--- config.mk ---
export PLATFORM = sky130hd
export DESIGN_NAME = rr_lock_arbiter
export DESIGN_NICKNAME = d
export VERILOG_FILES = /design/src/rtl/arbiter_pkg.sv /design/src/rtl/priority_finder.sv /design/src/rtl/rr_lock_arbiter.sv
export SDC_FILE = /design/constraint.sdc
export NUM_CORES = 1
export LEC_CHECK = 0
export CAP_MARGIN = 20
export CORE_MARGIN = 4
export CORE_UTILIZATION = 45
export DETAILED_ROUTE_END_ITERATION = 7
export MAX_ROUTING_LAYER = met4
export PLACE_DENSITY = 0.77
export SKIP_LAST_GASP = 1
export SLEW_MARGIN = 20
export SYNTH_ARGS = -nofsm -noshare
export SYNTH_HDL_FRONTEND = slang
export SYNTH_SLANG_ARGS = --single-unit
--- constraint.sdc ---
create_clock -name clk -period 1.5 [get_ports clk]
set_input_delay 0.375 -clock clk [delete_from_list [all_inputs] [get_ports clk]]
set_output_delay 0.375 -clock clk [all_outputs]
set_load 0.01 [all_outputs]
--- src/rtl/arbiter_pkg.sv ---
// Shared types and constants for the round-robin lock arbiter.
package arbiter_pkg;

    typedef enum logic [0:0] {
        IDLE  = 1'b0,
        GRANT = 1'b1
    } rr_arb_state_t;

    localparam int unsigned BUSY_CNT_WIDTH = 8;

endpackage

--- src/rtl/priority_finder.sv ---
// Priority finder: reports whether any bit of req is set and the index of the
// winning bit. FIRST_PRIORITY=1 picks the lowest set index, 0 picks the highest.
//   req   : request vector
//   found : at least one bit set
//   idx   : index of the selected bit (0 when found=0)
module priority_finder #(
    parameter int unsigned WIDTH          = 4,
    parameter bit          FIRST_PRIORITY = 1'b1,
    parameter int unsigned IDX_WIDTH      = 2
) (
    input  logic [WIDTH-1:0]     req,
    output logic                 found,
    output logic [IDX_WIDTH-1:0] idx
);

    // Later loop iterations override earlier ones, so scan direction sets priority.
    always_comb begin
        found = |req;
        idx   = '0;
        if (FIRST_PRIORITY) begin
            for (int i = int'(WIDTH) - 1; i >= 0; i--) begin
                if (req[i]) idx = IDX_WIDTH'(i);
            end
        end else begin
            for (int i = 0; i < int'(WIDTH); i++) begin
                if (req[i]) idx = IDX_WIDTH'(i);
            end
        end
    end

endmodule

--- src/rtl/rr_lock_arbiter.sv ---
// Round-robin arbiter sharing one multi-cycle resource among REQ_NUM requesters.
// A winner keeps the grant until the resource releases it; the pointer then
// moves past the winner and re-arbitration happens in the same cycle.
//   clk, rst         : clock, asynchronous active-high reset
//   req              : per-requester request level
//   resource_release : resource finished the current transaction (GRANT only)
//   flush            : cancels the current grant, highest priority
//   grant            : one-hot grant vector (registered)
//   grant_id         : binary index of the granted requester (registered)
//   grant_valid      : a grant is active (registered)
//   busy_cycles      : cycles the current grant has been held, saturating
module rr_lock_arbiter
    import arbiter_pkg::*;
#(
    parameter int unsigned REQ_NUM  = 4,
    parameter int unsigned ID_WIDTH = (($clog2(REQ_NUM) > 1) ? $clog2(REQ_NUM) - 1 : 0) + 1
) (
    input  logic                      clk,
    input  logic                      rst,
    input  logic [REQ_NUM-1:0]        req,
    input  logic                      resource_release,
    input  logic                      flush,
    output logic [REQ_NUM-1:0]        grant,
    output logic [ID_WIDTH-1:0]       grant_id,
    output logic                      grant_valid,
    output logic [BUSY_CNT_WIDTH-1:0] busy_cycles
);

    rr_arb_state_t             state_q, state_d;
    logic [ID_WIDTH-1:0]       ptr_q, ptr_d;
    logic [REQ_NUM-1:0]        grant_d;
    logic [ID_WIDTH-1:0]       grant_id_d;
    logic                      grant_valid_d;
    logic [BUSY_CNT_WIDTH-1:0] busy_d;

    logic [ID_WIDTH-1:0]       ptr_inc_c;
    logic [ID_WIDTH-1:0]       arb_ptr_c;
    logic [REQ_NUM-1:0]        arb_req_c;
    logic [REQ_NUM-1:0]        mask_c;
    logic [REQ_NUM-1:0]        masked_c;
    logic                      m_found_c, r_found_c;
    logic [ID_WIDTH-1:0]       m_idx_c, r_idx_c;
    logic [ID_WIDTH-1:0]       winner_c;

    // Pointer just past the current holder, wrapping at REQ_NUM-1.
    assign ptr_inc_c = (grant_id == ID_WIDTH'(REQ_NUM - 1)) ? '0 : grant_id + ID_WIDTH'(1);

    // In GRANT the candidate set excludes the releasing holder and uses the advanced pointer.
    always_comb begin
        arb_req_c = req;
        arb_ptr_c = ptr_q;
        if (state_q == GRANT) begin
            arb_req_c = req & ~grant;
            arb_ptr_c = ptr_inc_c;
        end
        for (int unsigned i = 0; i < REQ_NUM; i++) begin
            mask_c[i] = (i >= 32'(arb_ptr_c));
        end
        masked_c = arb_req_c & mask_c;
    end

    priority_finder #(
        .WIDTH          (REQ_NUM),
        .FIRST_PRIORITY (1'b1),
        .IDX_WIDTH      (ID_WIDTH)
    ) u_pf_masked (
        .req   (masked_c),
        .found (m_found_c),
        .idx   (m_idx_c)
    );

    priority_finder #(
        .WIDTH          (REQ_NUM),
        .FIRST_PRIORITY (1'b1),
        .IDX_WIDTH      (ID_WIDTH)
    ) u_pf_raw (
        .req   (arb_req_c),
        .found (r_found_c),
        .idx   (r_idx_c)
    );

    assign winner_c = m_found_c ? m_idx_c : r_idx_c;

    // Next-state and output logic.
    always_comb begin
        state_d       = state_q;
        ptr_d         = ptr_q;
        grant_d       = grant;
        grant_id_d    = grant_id;
        grant_valid_d = grant_valid;
        busy_d        = busy_cycles;

        if (flush) begin
            state_d       = IDLE;
            grant_d       = '0;
            grant_id_d    = '0;
            grant_valid_d = 1'b0;
            busy_d        = '0;
            // A release alongside flush still completed the transaction.
            if (state_q == GRANT && resource_release) ptr_d = ptr_inc_c;
        end else begin
            case (state_q)
                IDLE: begin
                    if (r_found_c) begin
                        state_d       = GRANT;
                        grant_d       = REQ_NUM'(1) << winner_c;
                        grant_id_d    = winner_c;
                        grant_valid_d = 1'b1;
                        busy_d        = '0;
                    end
                end
                GRANT: begin
                    if (resource_release) begin
                        ptr_d = ptr_inc_c;
                        if (r_found_c) begin
                            grant_d    = REQ_NUM'(1) << winner_c;
                            grant_id_d = winner_c;
                            busy_d     = '0;
                        end else begin
                            state_d       = IDLE;
                            grant_d       = '0;
                            grant_id_d    = '0;
                            grant_valid_d = 1'b0;
                            busy_d        = '0;
                        end
                    end else if (busy_cycles != '1) begin
                        busy_d = busy_cycles + BUSY_CNT_WIDTH'(1);
                    end
                end
                default: state_d = IDLE;
            endcase
        end
    end

    // State and output registers.
    always_ff @(posedge clk or posedge rst) begin
        if (rst) begin
            state_q     <= IDLE;
            ptr_q       <= '0;
            grant       <= '0;
            grant_id    <= '0;
            grant_valid <= 1'b0;
            busy_cycles <= '0;
        end else begin
            state_q     <= state_d;
            ptr_q       <= ptr_d;
            grant       <= grant_d;
            grant_id    <= grant_id_d;
            grant_valid <= grant_valid_d;
            busy_cycles <= busy_d;
        end
    end

    // Holder must keep requesting until its transaction is released.
    a_req_held: assert property (@(posedge clk) disable iff (rst)
        (grant_valid && !resource_release && !flush) |-> |(req & grant));

    // One-hot grant always matches grant_id, and is zero when idle.
    a_grant_consistent: assert property (@(posedge clk) disable iff (rst)
        grant == (grant_valid ? (REQ_NUM'(1) << grant_id) : '0));

endmodule

# Word level (Yosys, flattened, before mapping)
# Index checks and enable logic that the tools add are counted.
dict set report totals {
  register_bits 18
  rom_bits 0
  in_bits 8
  n_memories 0
  latch_bits 0
  word_cells 72
  mem_bits_rw 0
}
dict set report classes {
  div 0
  eq_ne 7
  addsub 2
  n_mul 0
  shifts 1
  bitwise 4
  reduce_logical 9
  muxes 40
  order_cmp 3
}
# cell count
set ops {}
lappend ops {{2-bit two-way mux} 19}
lappend ops {{8-bit two-way mux} 4}
lappend ops {{4-bit two-way mux} 5}
lappend ops {{8-bit one-hot mux with 2 select lines} 1}
lappend ops {{3-bit inequality test (second input constant)} 3}
lappend ops {{8-bit by 1-bit adder with 8-bit output (second input constant)} 1}
lappend ops {{4-bit AND} 2}
lappend ops {{8-bit inequality test (second input constant)} 1}
lappend ops {{4-bit one-hot mux with 2 select lines} 1}
lappend ops {{4-bit OR reduction} 2}
lappend ops {{1-bit two-way mux} 7}
lappend ops {{3-bit AND reduction} 2}
lappend ops {{1-bit by 2-bit >= comparator with 1-bit output (first input constant)} 2}
lappend ops {{4-bit by 3-bit inequality test with 1-bit output (second input constant)} 1}
lappend ops {{4-bit inverter} 1}
lappend ops {{1-bit one-hot mux with 2 select lines} 2}
lappend ops {{2-bit one-hot mux with 2 select lines} 1}
lappend ops {{2-bit AND reduction} 2}
lappend ops {{2-bit nonzero test} 2}
lappend ops {{1-bit by 2-bit << shifter with 4-bit output (first input constant)} 1}
lappend ops {{2-bit by 1-bit adder with 2-bit output (second input constant)} 1}
lappend ops {{2-bit equality test (second input constant)} 1}
lappend ops {{2-bit >= comparator (first input constant)} 1}
lappend ops {{2-bit by 1-bit inequality test with 1-bit output (second input constant)} 1}
lappend ops {{other kinds (2)} 2}

# Depth between registers and ports, before layout
# Gate-level depths: netlist (run 1).
dict set report depth {
  ltp_word 15
  mapped_depth 7
  ltp_nobuf 6
}

# Cells and area by module
# Synthesis (run 1) repeated with hierarchy kept, for this count alone.
dict set report unflattened {
  cells_unflattened 112
  hier_area_um2 1037.2
}
# module instances cells_per_inst area_per_inst_um2 seq_area_each_um2
set by_module_without_submodules {}
lappend by_module_without_submodules {rr_lock_arbiter 1 98 967.2 450.4}
lappend by_module_without_submodules {priority_finder 2 7 35.0 0.0}

# Worst setup path after synthesis (run 1)
# No wires, ideal clock.
dict set report synth_timing {
  path_kind {flip-flop to flip-flop}
  startpoint {register grant_id[0]}
  endpoint {register grant[0]}
  setup_slack_ns -0.195
  stages_incl_launch_ff 7
  t_arrival_ns 1.574
  path_buffers 0
  t_required_ns 1.379
  cell_sequence {dfrtp_1 ha_1 mux2_2 nor2_1 a22oi_1 and2_1 a22o_1}
}
dict set report synth_via {
  elab_chain_cells 14
}
# element line
set synth_lines {}
lappend synth_lines {{start: declaration} rr_lock_arbiter.sv:24} ;# output logic [ID_WIDTH-1:0] grant_id,
lappend synth_lines {{start signal: assignment} rr_lock_arbiter.sv:148} ;# grant_id <= grant_id_d;
lappend synth_lines {{2-bit by 1-bit adder with 2-bit output / 2-bit equality test (equally long branches)} rr_lock_arbiter.sv:46} ;# assign ptr_inc_c = (grant_id == ID_WIDTH'(REQ_NUM - 1)) ? '0 : grant_id + ID_WIDTH'(1);
lappend synth_lines {{2-bit two-way mux *} rr_lock_arbiter.sv:46}
lappend synth_lines {{2-bit two-way mux *} rr_lock_arbiter.sv:52} ;# if (state_q == GRANT) begin
lappend synth_lines {{2-bit >= comparator} rr_lock_arbiter.sv:57} ;# mask_c[i] = (i >= 32'(arb_ptr_c));
lappend synth_lines {{4-bit AND *} rr_lock_arbiter.sv:59} ;# masked_c = arb_req_c & mask_c;
lappend synth_lines {{2-bit two-way mux (3 in a row)} priority_finder.sv:22} ;# if (req[i]) idx = IDX_WIDTH'(i);
lappend synth_lines {{2-bit two-way mux *} rr_lock_arbiter.sv:82} ;# assign winner_c = m_found_c ? m_idx_c : r_idx_c;
lappend synth_lines {{1-bit by 2-bit << shifter with 4-bit output *} {rr_lock_arbiter.sv:106, rr_lock_arbiter.sv:116}}
lappend synth_lines {{4-bit two-way mux} rr_lock_arbiter.sv:115} ;# if (r_found_c) begin
lappend synth_lines {{4-bit two-way mux} rr_lock_arbiter.sv:113} ;# if (resource_release) begin
lappend synth_lines {{4-bit one-hot mux with 2 select lines *} rr_lock_arbiter.sv:102} ;# case (state_q)
lappend synth_lines {{4-bit two-way mux *} rr_lock_arbiter.sv:93} ;# if (flush) begin
lappend synth_lines {{end signal: assignment} rr_lock_arbiter.sv:147} ;# grant <= grant_d;
lappend synth_lines {{end: declaration} rr_lock_arbiter.sv:23} ;# output logic [REQ_NUM-1:0] grant,
# Every way passes the cells marked *; elsewhere a longest branch is shown, timed or not. The select of a mux whose other input is x is not followed.
# A chain may end at the register's enable or synchronous reset.

# Final worst setup path (run 1)
dict set report layout_timing {
  startpoint {register state_q}
  endpoint {register busy_cycles[4]}
}
dict set report layout_via {
  elab_chain_cells 4
}
# element line
set layout_lines {}
lappend layout_lines {{start: declaration} rr_lock_arbiter.sv:29} ;# rr_arb_state_t state_q, state_d;
lappend layout_lines {{start signal: assignment} rr_lock_arbiter.sv:145} ;# state_q <= state_d;
lappend layout_lines {{4-bit two-way mux} rr_lock_arbiter.sv:52}
lappend layout_lines {{4-bit OR reduction} priority_finder.sv:18} ;# found = |req;
lappend layout_lines {{3-bit inequality test (no source line)} n/a}
lappend layout_lines {{2-bit AND reduction (no source line)} n/a}
lappend layout_lines {{end signal: assignment} rr_lock_arbiter.sv:150} ;# busy_cycles <= busy_d;
lappend layout_lines {{end: declaration} rr_lock_arbiter.sv:26} ;# output logic [BUSY_CNT_WIDTH-1:0] busy_cycles
# Several ways; a longest one is shown, not always the timed one.

==> results of run 1 <==
## cell usage in the layout, fill, tap and decap left out, types with 2 or more instances in the layout
cell and instances:
sky130_fd_sc_hd__a31oi_1 2, sky130_fd_sc_hd__nand4_1 2, sky130_fd_sc_hd__and2_4 2, sky130_fd_sc_hd__nor2_1 5
sky130_fd_sc_hd__a22o_1 3, sky130_fd_sc_hd__or3b_4 2, sky130_fd_sc_hd__buf_4 32, sky130_fd_sc_hd__o21ai_2 2
sky130_fd_sc_hd__dlygate4sd2_1 11, sky130_fd_sc_hd__inv_1 5, sky130_fd_sc_hd__clkbuf_2 3, sky130_fd_sc_hd__nand3_2 2
sky130_fd_sc_hd__nand2_2 3, sky130_fd_sc_hd__a211oi_2 2, sky130_fd_sc_hd__ha_4 2, sky130_fd_sc_hd__buf_6 9
sky130_fd_sc_hd__mux2i_1 5, sky130_fd_sc_hd__nand3b_1 2, sky130_fd_sc_hd__nand2_1 19, sky130_fd_sc_hd__o21ai_1 3
sky130_fd_sc_hd__clkbuf_4 3, sky130_fd_sc_hd__dfrtp_2 5, sky130_fd_sc_hd__clkdlybuf4s15_1 3, sky130_fd_sc_hd__dfrtp_1 13
sky130_fd_sc_hd__nand2b_1 5
## routing by layer
| metal | part of all wire | track usage | up-vias | routed length, um |
|---|---|---|---|---|
| met4 | 0.026 | 0.0795 | 0 | 99 |
| li1 | - | - | 552 | - |
| met3 | 0.069 | 0.0245 | 12 | 262 |
| met1 | 0.41 | 0.298 | 602 | 1580 |
| met5 | 0 | - | - | 0 |
| met2 | 0.49 | 0.374 | 63 | 1870 |
## kinds of logic (layout without fill, tap and decap cells)
| logic type | after synthesis | count (layout) | share of synthesized area |
|---|---|---|---|
| simple gates | 53 | 53 | 0.266 |
| compound gates | 28 | 28 | 0.197 |
| flops | 18 | 18 | 0.406 |
| buf+inv | 9 | 70 | 0.0428 |
| mux | 7 | 7 | 0.0654 |
| fa+ha+maj | 2 | 2 | 0.0225 |
## critical path: cells and delay by family, from the launching register on
kind	cells	cell delay, ps
DFF	1	460
AOI/OAI and AO/OA	1	80
and+or+nand+nor	3	820
muxes	1	130
buffers and inverters	1	160
## how the worst max path moves through the flow
| stage | start | slack [ps] | end |
|---|---|---|---|
| 2_1_floorplan | state_q | -90 | grant_id[0] |
| 3_5_place_dp | req[0] | -700 | grant_id[0] |
| 6_report | state_q | -220 | busy_cycles[4] |
| 3_3_place_gp | req[0] | -580 | grant_id[0] |
| 4_1_cts | state_q | -200 | grant[2] |
| 5_1_grt | state_q | -280 | busy_cycles[4] |
## final cells by class
cell class	count	area (sq um)	area share
multi-input cells	90	785	0.426
well taps	28	35.0	0.0190
clock buffers	4	36.3	0.0197
repair buffers	61	510	0.277
inverters	5	18.8	0.0102
flip-flops and latches	18	457	0.248
## registers in the layout, indices dropped and copies added (netlist names)
signal       flops
ptr_q            2
grant            4
busy_cycles      8
grant_id         2
state_q          1
grant_valid      1
## what timing repair did
| action | CTS | global route |
|---|---|---|
| resized for setup | 48 | 33 |
| cloned | 1 | 0 |
| buffers inserted | 7 | 4 |
| endpoints found under the setup margin | 30 | 23 |
| pin swaps | 9 | 12 |
| endpoints found under the hold margin | 0 | 0 |
## power groups by stage
stage	sequential (mW)	clock, mW	combinational, mW
4_1_cts	0.631	0.318	0.802
5_1_grt	0.646	0.338	1.00
3_5_place_dp	0.644	0	0.723
3_3_place_gp	0.642	0	0.696
6_report	0.636	0.318	0.935
2_1_floorplan	0.672	0	0.332
## per-stage QoR
stage	utilization	cell area (sq um)	std cells	total power [mW]
floorplan	-	1160	117	1.00
global placement	0.705	1600	192	1.34
finish	0.809	1840	206	1.89
detailed placement	0.705	1600	192	1.37
CTS	0.771	1760	204	1.75
global route	0.809	1840	206	1.99
==> impl_metrics.env, run 1 <==
export IMPL_run_status="finished with violations"
export IMPL_ys_seq_elements=18
export IMPL_number_of_nets_still_failing_antenna_checks_after_routing=0
export IMPL_placement_setup_worst_slack_ps=-700
export IMPL_crit_path_max_fanout=6
export IMPL_r2r_end="busy_cycles[4]"
export IMPL_cp_data_arrival_time_ps=1930
export IMPL_final_hold_worst_slack_ps=372
export IMPL_antenna_found_initial=0
export IMPL_remaining_drc_errors=0
export IMPL_synth_top_flop_cell="sky130_fd_sc_hd__dfrtp_1"
export IMPL_dr_pass1_iters=4
export IMPL_route_vias_total=1229
export IMPL_cells_on_worst_reg2reg_path=6
export IMPL_rsz0062_at_grt="true"
export IMPL_start_util=0.488
export IMPL_cts_inserted_buffers=3
export IMPL_critPathLaunchType="flop"
export IMPL_report_final_hold_viol_count=0
export IMPL_floorplan_die_width_um=57.7
export IMPL_critical_path_slowest_cell="sky130_fd_sc_hd__dfrtp_2"
export IMPL_dpl_hpwl_um=2380
export IMPL_layout_drive_gt1_share=0.483
export IMPL_cp_data_required_time_ps=1710
export IMPL_totalNegativeSetupSlack_ps=-2000
export IMPL_power_share_combinational=0.495
export IMPL_grt_overflow=0
export IMPL_slew_violations=0
export IMPL_nNetsFinal=189
export IMPL_timing_rr_start="state_q"
export IMPL_tightest_slew_ps=442
export IMPL_switching_share=0.361
export IMPL_grt_pass1_wl_um=5780
export IMPL_synth_edff_count=0
export IMPL_detail_route_wirelength_um=3810
export IMPL_endpoint_kind="flop"
export IMPL_clock_fmax_mhz=581
export IMPL_dominant_cell_by_count_in_the_synthesized_netlist="sky130_fd_sc_hd__nand2_1"
export IMPL_violated_checks="setup timing"
export IMPL_antenna_diode_count=0
export IMPL_synth_largest_area_cell="sky130_fd_sc_hd__dfrtp_1"
export IMPL_syn2layout_area_growth_pct=66.0
export IMPL_cts_root_buf="sky130_fd_sc_hd__clkbuf_4"
export IMPL_ios=23
export IMPL_grt_start_max_net_pins=19
export IMPL_syn_inst=117
export IMPL_synth_yosys_seq_area_share=0.406
export IMPL_post_synth_main_area_contributors="sky130_fd_sc_hd__dfrtp_1, sky130_fd_sc_hd__nand2_1, sky130_fd_sc_hd__mux2i_1"
export IMPL_timing_critical_path_slowest_cell_delay_ps=460
export IMPL_total_of_buffers_placed_on_input_and_output_ports=22
export IMPL_hold_path_class="in2async"
export IMPL_routed_length_per_instance_um=18.5
export IMPL_clock_tree_buffer_depth=2
export IMPL_yosysWarningCount=0
export IMPL_yosys_top_cells_count="sky130_fd_sc_hd__nand2_1, sky130_fd_sc_hd__dfrtp_1, sky130_fd_sc_hd__nor2_1, sky130_fd_sc_hd__o21ai_0"
export IMPL_power_switching_mw=0.682
export IMPL_postSynthAreaPerCell_sq_um=9.49
export IMPL_place_gp_congestion=0.903
export IMPL_ctsHtreeMaxLevel=1
export IMPL_layout_filler_cells=130
export IMPL_seq_power_share=0.337
export IMPL_p_leak_nw=0.893
export IMPL_cts_clk_slew_worst_paths_ps=120
export IMPL_num_rows=17
export IMPL_clk_latency_ps=310
export IMPL_tritoncts_num_sinks=18
export IMPL_setup_viol=15
export IMPL_power_density_nw_per_um2=1030
export IMPL_die_area_sq_um=3320
export IMPL_timing_final_crit_share=1.15
export IMPL_syn_cell_area_sq_um=1110
export IMPL_cts_hold_repair_buffers=0
export IMPL_timing_final_ws_setup_ps=-223
export IMPL_max_slew_margin_rel=0.704
export IMPL_total_routing_resource_utilization_after_global_routing=0.230
export IMPL_routed_via_density=5.97
export IMPL_yosysTopAreaCellShare=0.406
export IMPL_initialDrtViolationCount=46
export IMPL_cts_tree="yes"
export IMPL_vdd_drop_max_uv=1010
export IMPL_synth_nets=127
export IMPL_drv_max_cap_violation_count=0
export IMPL_first_global_vias=1235
export IMPL_fp_coreArea_sq_um=2280
export IMPL_skew_ps=13.5
export IMPL_final_period_minus_worst_setup_slack_ps=1720
export IMPL_async_reset_ff_frac=1.00
export IMPL_cellInternalPower_mw=1.21
export IMPL_regToRegSetupSlack_ps=-220
export IMPL_worstSetupPathType="reg2reg"
export IMPL_crit_path_cell_trace="or3b_4 > nor4_4 > a31oi_4 > buf_6 > mux2i_1 > nor3b_1"
export IMPL_post_synth_num_cell_types=40
export IMPL_dieHeight_um=57.7
export IMPL_share_clk_of_total_power=0.168
(Power assumes the default switching activity.)
==> run 2, diff against run 1 <==
- CELL_PAD_IN_SITES_DETAIL_PLACEMENT: not set -> 2
- CELL_PAD_IN_SITES_GLOBAL_PLACEMENT: not set -> 2
- CORE_UTILIZATION: 45 -> 27
- PLACE_DENSITY: 0.77 -> 0.76
- SLEW_MARGIN: 20 -> not set
==> run 2 against run 1 <==
  * Register-to-register slack about the same
  * The flow still finishes with violations (setup timing)
  * Worst setup slack improved by 5.3 ps
  * Routed wire length increased by 16%
  * Final area increased by 4.1%
  * Highest routed layer unchanged
  * Clock skew decreased by 11 ps
  * Sequential power increased by 0.6%
  * Maximum frequency increased by 0.31%
==> impl_metrics.env, run 2 (synthesis results as in run 1) <==
export IMPL_run_status="finished with violations"
export IMPL_violated_checks="setup timing"
export IMPL_remaining_drc_errors=0
export IMPL_route_vias_total=1196
export IMPL_crit_path_max_fanout=6
export IMPL_first_global_vias=1382
export IMPL_final_period_minus_worst_setup_slack_ps=1720
export IMPL_start_util=0.277
export IMPL_layout_filler_cells=419
export IMPL_drv_max_cap_violation_count=0
export IMPL_antenna_diode_count=0
export IMPL_timing_critical_path_slowest_cell_delay_ps=460
export IMPL_placement_setup_worst_slack_ps=-665
export IMPL_layout_cells_most_common="sky130_fd_sc_hd__buf_4"
export IMPL_die_area_sq_um=5200
export IMPL_most_common_layout_cells="sky130_fd_sc_hd__buf_4, sky130_fd_sc_hd__nand2_1, sky130_fd_sc_hd__dlygate4sd2_1"
export IMPL_tritoncts_num_sinks=18
export IMPL_routed_length_per_instance_um=19.1
export IMPL_place_gp_congestion=0.990
export IMPL_grt_overflow=0
export IMPL_finalNonFillerCells=231
export IMPL_number_of_nets_still_failing_antenna_checks_after_routing=0
export IMPL_timing_final_crit_share=1.14
export IMPL_cts_inserted_buffers=3
export IMPL_largest_reg_flops=8
export IMPL_grt_pass1_wl_um=7360
export IMPL_totalNegativeSetupSlack_ps=-2230
export IMPL_tightest_slew_ps=383
export IMPL_antenna_found_initial=0
export IMPL_initialDrtViolationCount=31
export IMPL_seq_area_sq_um=458
export IMPL_final_hold_worst_slack_ps=439
export IMPL_cp_data_required_time_ps=1650
export IMPL_place_inst=219
export IMPL_critical_path_slowest_cell="sky130_fd_sc_hd__dfrtp_2"
export IMPL_nNetsFinal=192
export IMPL_syn2layout_area_growth_pct=72.8
export IMPL_dr_pass1_iters=4
export IMPL_slew_violations=0
export IMPL_floorplan_die_width_um=72.1
export IMPL_reg_top3="busy_cycles x8, grant x4"
export IMPL_fp_coreArea_sq_um=4000
export IMPL_report_final_hold_viol_count=0
export IMPL_dpl_hpwl_um=3050
export IMPL_ctsHtreeMaxLevel=1
export IMPL_layout_drive_gt1_share=0.475
export IMPL_detail_route_wirelength_um=4410
export IMPL_cp_data_arrival_time_ps=1870
export IMPL_critPathLaunchType="flop"
export IMPL_regToRegSetupSlack_ps=-220
export IMPL_clock_fmax_mhz=582
export IMPL_num_rows=23
export IMPL_ios=23
export IMPL_p_leak_nw=0.911
export IMPL_dieHeight_um=72.1
export IMPL_timing_final_ws_setup_ps=-217
export IMPL_endpoint_kind="flop"
export IMPL_dpl_instance_area_sq_um=1670
export IMPL_total_routing_resource_utilization_after_global_routing=0.188
export IMPL_clock_tree_buffer_depth=2
export IMPL_power_density_nw_per_um2=1040
export IMPL_cts_root_buf="sky130_fd_sc_hd__clkbuf_8"
export IMPL_worstSetupPathType="reg2reg"
export IMPL_area_occupied_by_multi_input_gates_sq_um=797
export IMPL_setup_viol=16
export IMPL_cts_clk_slew_worst_paths_ps=80
export IMPL_skew_ps=2.72
export IMPL_grt_start_max_net_pins=19
export IMPL_rsz0062_at_grt="true"
export IMPL_routed_via_density=5.18
export IMPL_crit_path_cell_trace="or3b_1 > and2_1 > o211ai_1 > nand2_1 > a22o_1"
export IMPL_registers_top_by_ff_count="busy_cycles"
export IMPL_vdd_drop_max_uv=423
export IMPL_total_of_buffers_placed_on_input_and_output_ports=22
export IMPL_max_slew_margin_rel=0.743
export IMPL_postLayoutCellArea_sq_um=1920
export IMPL_clk_latency_ps=260
export IMPL_hold_path_class="in2async"
export IMPL_cts_tree="yes"
-- run 2: what timing repair did --
item | 4_1_cts | 5_1_grt
resized for setup | 56 | 11
cloned | 1 | 0
endpoints found under the setup margin | 31 | 20
pin swaps | 12 | 4
setup buffers | 4 | 3
hold buffers | 0 | 0
-- run 2: area by class of cell --
class	count	share of cell area
clock buffers	4	0.0287
multi-input cells	90	0.416
flip-flops and latches	18	0.239
inverters	5	0.00978
well taps	50	0.0326
repair buffers	64	0.275
-- run 2: metrics by stage --
| stage | total power, mW | utilization |
|---|---|---|
| 6_report | 1.99 | 0.480 |
| 5_1_grt | 2.10 | 0.480 |
| 4_1_cts | 1.91 | 0.466 |
| 3_5_place_dp | 1.41 | 0.417 |
| 3_3_place_gp | 1.37 | 0.417 |
| 2_1_floorplan | 1.00 | - |
-- run 2: per-layer routing --
metal  track usage  part of all wire
met1         0.200              0.38
met2         0.373              0.59
met3        0.0194             0.024
met4        0.0334            0.0048
met5             -                 0
-- run 2: critical path: cells and delay by family (launching register included) --
kind / cells / cell delay, ps
AND/OR/NAND/NOR: 3 / 690
flip-flops: 1 / 460
AO/OA/AOI/OAI: 2 / 460
-- run 2: final timing paths --
| path | startpoint | endpoint | cells after the start |
|---|---|---|---|
| max | state_q | grant_id[0] | 5 |
| min | rst | busy_cycles[3] | 3 |
| max reg2reg | state_q | grant_id[0] | 5 |
| min reg2reg | grant_valid | grant_valid | 2 |
| max in group asynchronous | rst | busy_cycles[1] | 3 |
| min in group clk | grant_valid | grant_valid | 2 |
-- run 2: power by group --
part           switching [mW]  total, mW  internal, mW
clock                   0.187      0.421         0.234
combinational           0.458      0.927         0.469
sequential             0.0723      0.640         0.568
==> run 3, diff against run 2 <==
- ABC_AREA: not set -> 1
- CORE_UTILIZATION: 27 -> 26
- PLACE_DENSITY: 0.76 -> 0.78
- SLEW_MARGIN: not set -> 20
==> run 3 against run 2 <==
  * The flow still finishes with violations (setup timing)
  * Sequential share of layout area rose by 0.32 points
  * Combinational power fell by 31%
  * Core utilization fell by 5.5 points
  * Largest power group unchanged
  * Final area decreased by 2.4%
  * Synthesized area is 8.6% higher
  * Die area rose by 11%
  * Routed wire length increased by 9.5%
  * Global-route usage shrank 3.3 points
  * Critical endpoint is now busy_cycles[2]
  * First-iteration DRC count increased by 9.7%
  * Total power fell by 16%
  * Final cell count increased by 16%
  * Critical path depth is 3 higher
==> impl_metrics.env, run 3 <==
export IMPL_start_util=0.273
export IMPL_nNetsFinal=228
export IMPL_power_switching_mw=0.627
export IMPL_endpoint_kind="flop"
export IMPL_final_hold_worst_slack_ps=446
export IMPL_timing_final_crit_share=1.05
export IMPL_async_reset_ff_frac=1.00
export IMPL_yosysWarningCount=0
export IMPL_cells_on_worst_reg2reg_path=8
export IMPL_synth_largest_area_cell="sky130_fd_sc_hd__dfrtp_1"
export IMPL_layout_filler_cells=519
export IMPL_share_clk_of_total_power=0.252
export IMPL_synth_edff_count=0
export IMPL_rsz0062_at_grt="true"
export IMPL_cts_root_buf="sky130_fd_sc_hd__clkbuf_8"
export IMPL_timing_final_ws_setup_ps=-75.4
export IMPL_power_density_nw_per_um2=890
export IMPL_switching_share=0.376
export IMPL_vdd_drop_max_uv=405
export IMPL_total_of_buffers_placed_on_input_and_output_ports=22
export IMPL_yosys_top_cells_count="sky130_fd_sc_hd__nand2_1, sky130_fd_sc_hd__inv_1, sky130_fd_sc_hd__dfrtp_1"
export IMPL_registers_top_by_ff_count="busy_cycles"
export IMPL_reg_top3="busy_cycles x8, grant x4"
export IMPL_run_status="finished with violations"
export IMPL_report_final_hold_viol_count=0
export IMPL_report_power_total_mw=1.67
export IMPL_syn2layout_area_growth_pct=55.3
export IMPL_slew_violations=0
export IMPL_finalNonFillerCells=269
export IMPL_cp_data_required_time_ps=1680
export IMPL_dpl_hpwl_um=3340
export IMPL_final_period_minus_worst_setup_slack_ps=1580
export IMPL_postLayoutCellArea_sq_um=1870
export IMPL_postSynthAreaPerCell_sq_um=7.30
export IMPL_cts_tree="yes"
export IMPL_num_rows=24
export IMPL_clock_tree_buffer_depth=2
export IMPL_clock_fmax_mhz=635
export IMPL_max_slew_margin_rel=0.813
export IMPL_hold_path_class="in2async"
export IMPL_first_global_vias=1491
export IMPL_die_area_sq_um=5790
export IMPL_cellInternalPower_mw=1.04
export IMPL_layout_cells_most_common="sky130_fd_sc_hd__nand2_1"
export IMPL_cts_clk_slew_worst_paths_ps=80
export IMPL_synth_yosys_seq_area_share=0.374
export IMPL_placement_setup_worst_slack_ps=-350
export IMPL_syn_inst=165
export IMPL_finish_utilization=0.424
export IMPL_place_gp_congestion=0.804
export IMPL_synth_top_flop_cell="sky130_fd_sc_hd__dfrtp_1"
export IMPL_largest_reg_flops=8
export IMPL_seq_power_share=0.362
export IMPL_setup_viol=14
export IMPL_antenna_found_initial=0
export IMPL_cp_data_arrival_time_ps=1760
export IMPL_route_vias_total=1294
export IMPL_floorplan_die_width_um=76.1
export IMPL_syn_cell_area_sq_um=1200
export IMPL_violated_checks="setup timing"
export IMPL_worstSetupPathType="reg2reg"
export IMPL_post_synth_main_area_contributors="sky130_fd_sc_hd__dfrtp_1, sky130_fd_sc_hd__nand2_1, sky130_fd_sc_hd__nand2_2"
export IMPL_place_inst=260
export IMPL_dpl_instance_area_sq_um=1640
export IMPL_dr_pass1_iters=4
export IMPL_most_common_layout_cells="sky130_fd_sc_hd__nand2_1, sky130_fd_sc_hd__nand2_2, sky130_fd_sc_hd__buf_4"
export IMPL_cts_inserted_buffers=3
export IMPL_post_synth_num_cell_types=23
export IMPL_tightest_slew_ps=280
export IMPL_initialDrtViolationCount=34
export IMPL_antenna_diode_count=0
export IMPL_grt_pass1_wl_um=7150
export IMPL_ys_seq_elements=18
export IMPL_dieHeight_um=76.1
export IMPL_yosysTopAreaCellShare=0.374
export IMPL_dominant_cell_by_count_in_the_synthesized_netlist="sky130_fd_sc_hd__nand2_1"
export IMPL_synth_nets=175
export IMPL_area_occupied_by_multi_input_gates_sq_um=777
export IMPL_power_share_combinational=0.386
export IMPL_critPathLaunchType="flop"
export IMPL_grt_overflow=0
export IMPL_detail_route_wirelength_um=4820
export IMPL_layout_drive_gt1_share=0.424
export IMPL_p_leak_nw=1.00
export IMPL_totalNegativeSetupSlack_ps=-608
export IMPL_tritoncts_num_sinks=18
export IMPL_total_routing_resource_utilization_after_global_routing=0.155
export IMPL_fp_coreArea_sq_um=4410
export IMPL_seq_area_sq_um=453
export IMPL_ios=23
export IMPL_skew_ps=5.19
export IMPL_remaining_drc_errors=0
export IMPL_drv_max_cap_violation_count=0
export IMPL_routed_length_per_instance_um=17.9
export IMPL_grt_start_max_net_pins=19
export IMPL_ctsHtreeMaxLevel=1
export IMPL_number_of_nets_still_failing_antenna_checks_after_routing=0
export IMPL_clk_latency_ps=260
export IMPL_routed_via_density=4.81
export IMPL_crit_path_max_fanout=3
==> run 3: cell count changes after synthesis, sizes merged, moves of 4 or more <==
cell    change
inv        +15
nor2        +4
mux2i       -5
nand3      +10
nand2      +51
o21ai       +5
nand2b      -5
==> run 3: layer usage <==
metal  GRT usage  vias up  part of all wire
met3      0.0225        7             0.027
li1            -      620                 -
met4      0.0472        0             0.012
met2       0.298       26              0.58
met5           -        -                 0
met1       0.161      641              0.39
==> run 3: final cells by class <==
| cell class | instances | area share |
|---|---|---|
| repair buffers | 51 | 0.235 |
| flip-flops and latches | 18 | 0.242 |
| multi-input cells | 124 | 0.415 |
| clock buffers | 4 | 0.0294 |
| well taps | 52 | 0.0348 |
| inverters | 20 | 0.0441 |
==> run 3: final timing paths <==
check,startpoint,to,slack [ps]
worst min-delay path,rst,busy_cycles[0],450
worst max register to register,busy_cycles[1],busy_cycles[2],-80
worst max-delay path,busy_cycles[1],busy_cycles[2],-80
max in group asynchronous,rst,state_q,830
worst min register to register,grant_valid,grant_valid,510
min in group clk,grant_valid,grant_valid,510
==> run 3: critical path, cell delays in order (launching register included) <==
cell and delay (ps):
sky130_fd_sc_hd__dfrtp_1 380, sky130_fd_sc_hd__ha_2 220, sky130_fd_sc_hd__nand2_4 70, sky130_fd_sc_hd__nor3_4 200, sky130_fd_sc_hd__nand4_1 220, sky130_fd_sc_hd__nand2_4 170
sky130_fd_sc_hd__buf_6 120, sky130_fd_sc_hd__nand2_2 50, sky130_fd_sc_hd__o21ai_2 60
==> run 3: power by group through the flow <==
stage                     Combinational, mW  Clock [mW]  Sequential [mW]
after floorplan                       0.252           0            0.610
after global placement                0.483           0            0.598
after detailed placement              0.507           0            0.603
after CTS                             0.534       0.433            0.593
after global routing                  0.712       0.460            0.613
final                                 0.643       0.420            0.603
==> run 3: kinds of logic (layout without fill, tap and decap cells) <==
kind of cell               Yosys count  in the layout  synth area share
buffers and inverters               23             75            0.0976
AOI/OAI and AO/OA                   14             14            0.0758
and+or+nand+nor                    105            105             0.410
adders and majority gates            2              2            0.0208
DFF                                 18             18             0.374
xor gates and xnor gates             3              3            0.0218
==> run 3: what timing repair did <==
action	in CTS	in global routing
pin swaps	7	19
gates resized for setup	32	35
setup endpoints to repair	30	15
setup buffers	2	3
hold buffers	0	0
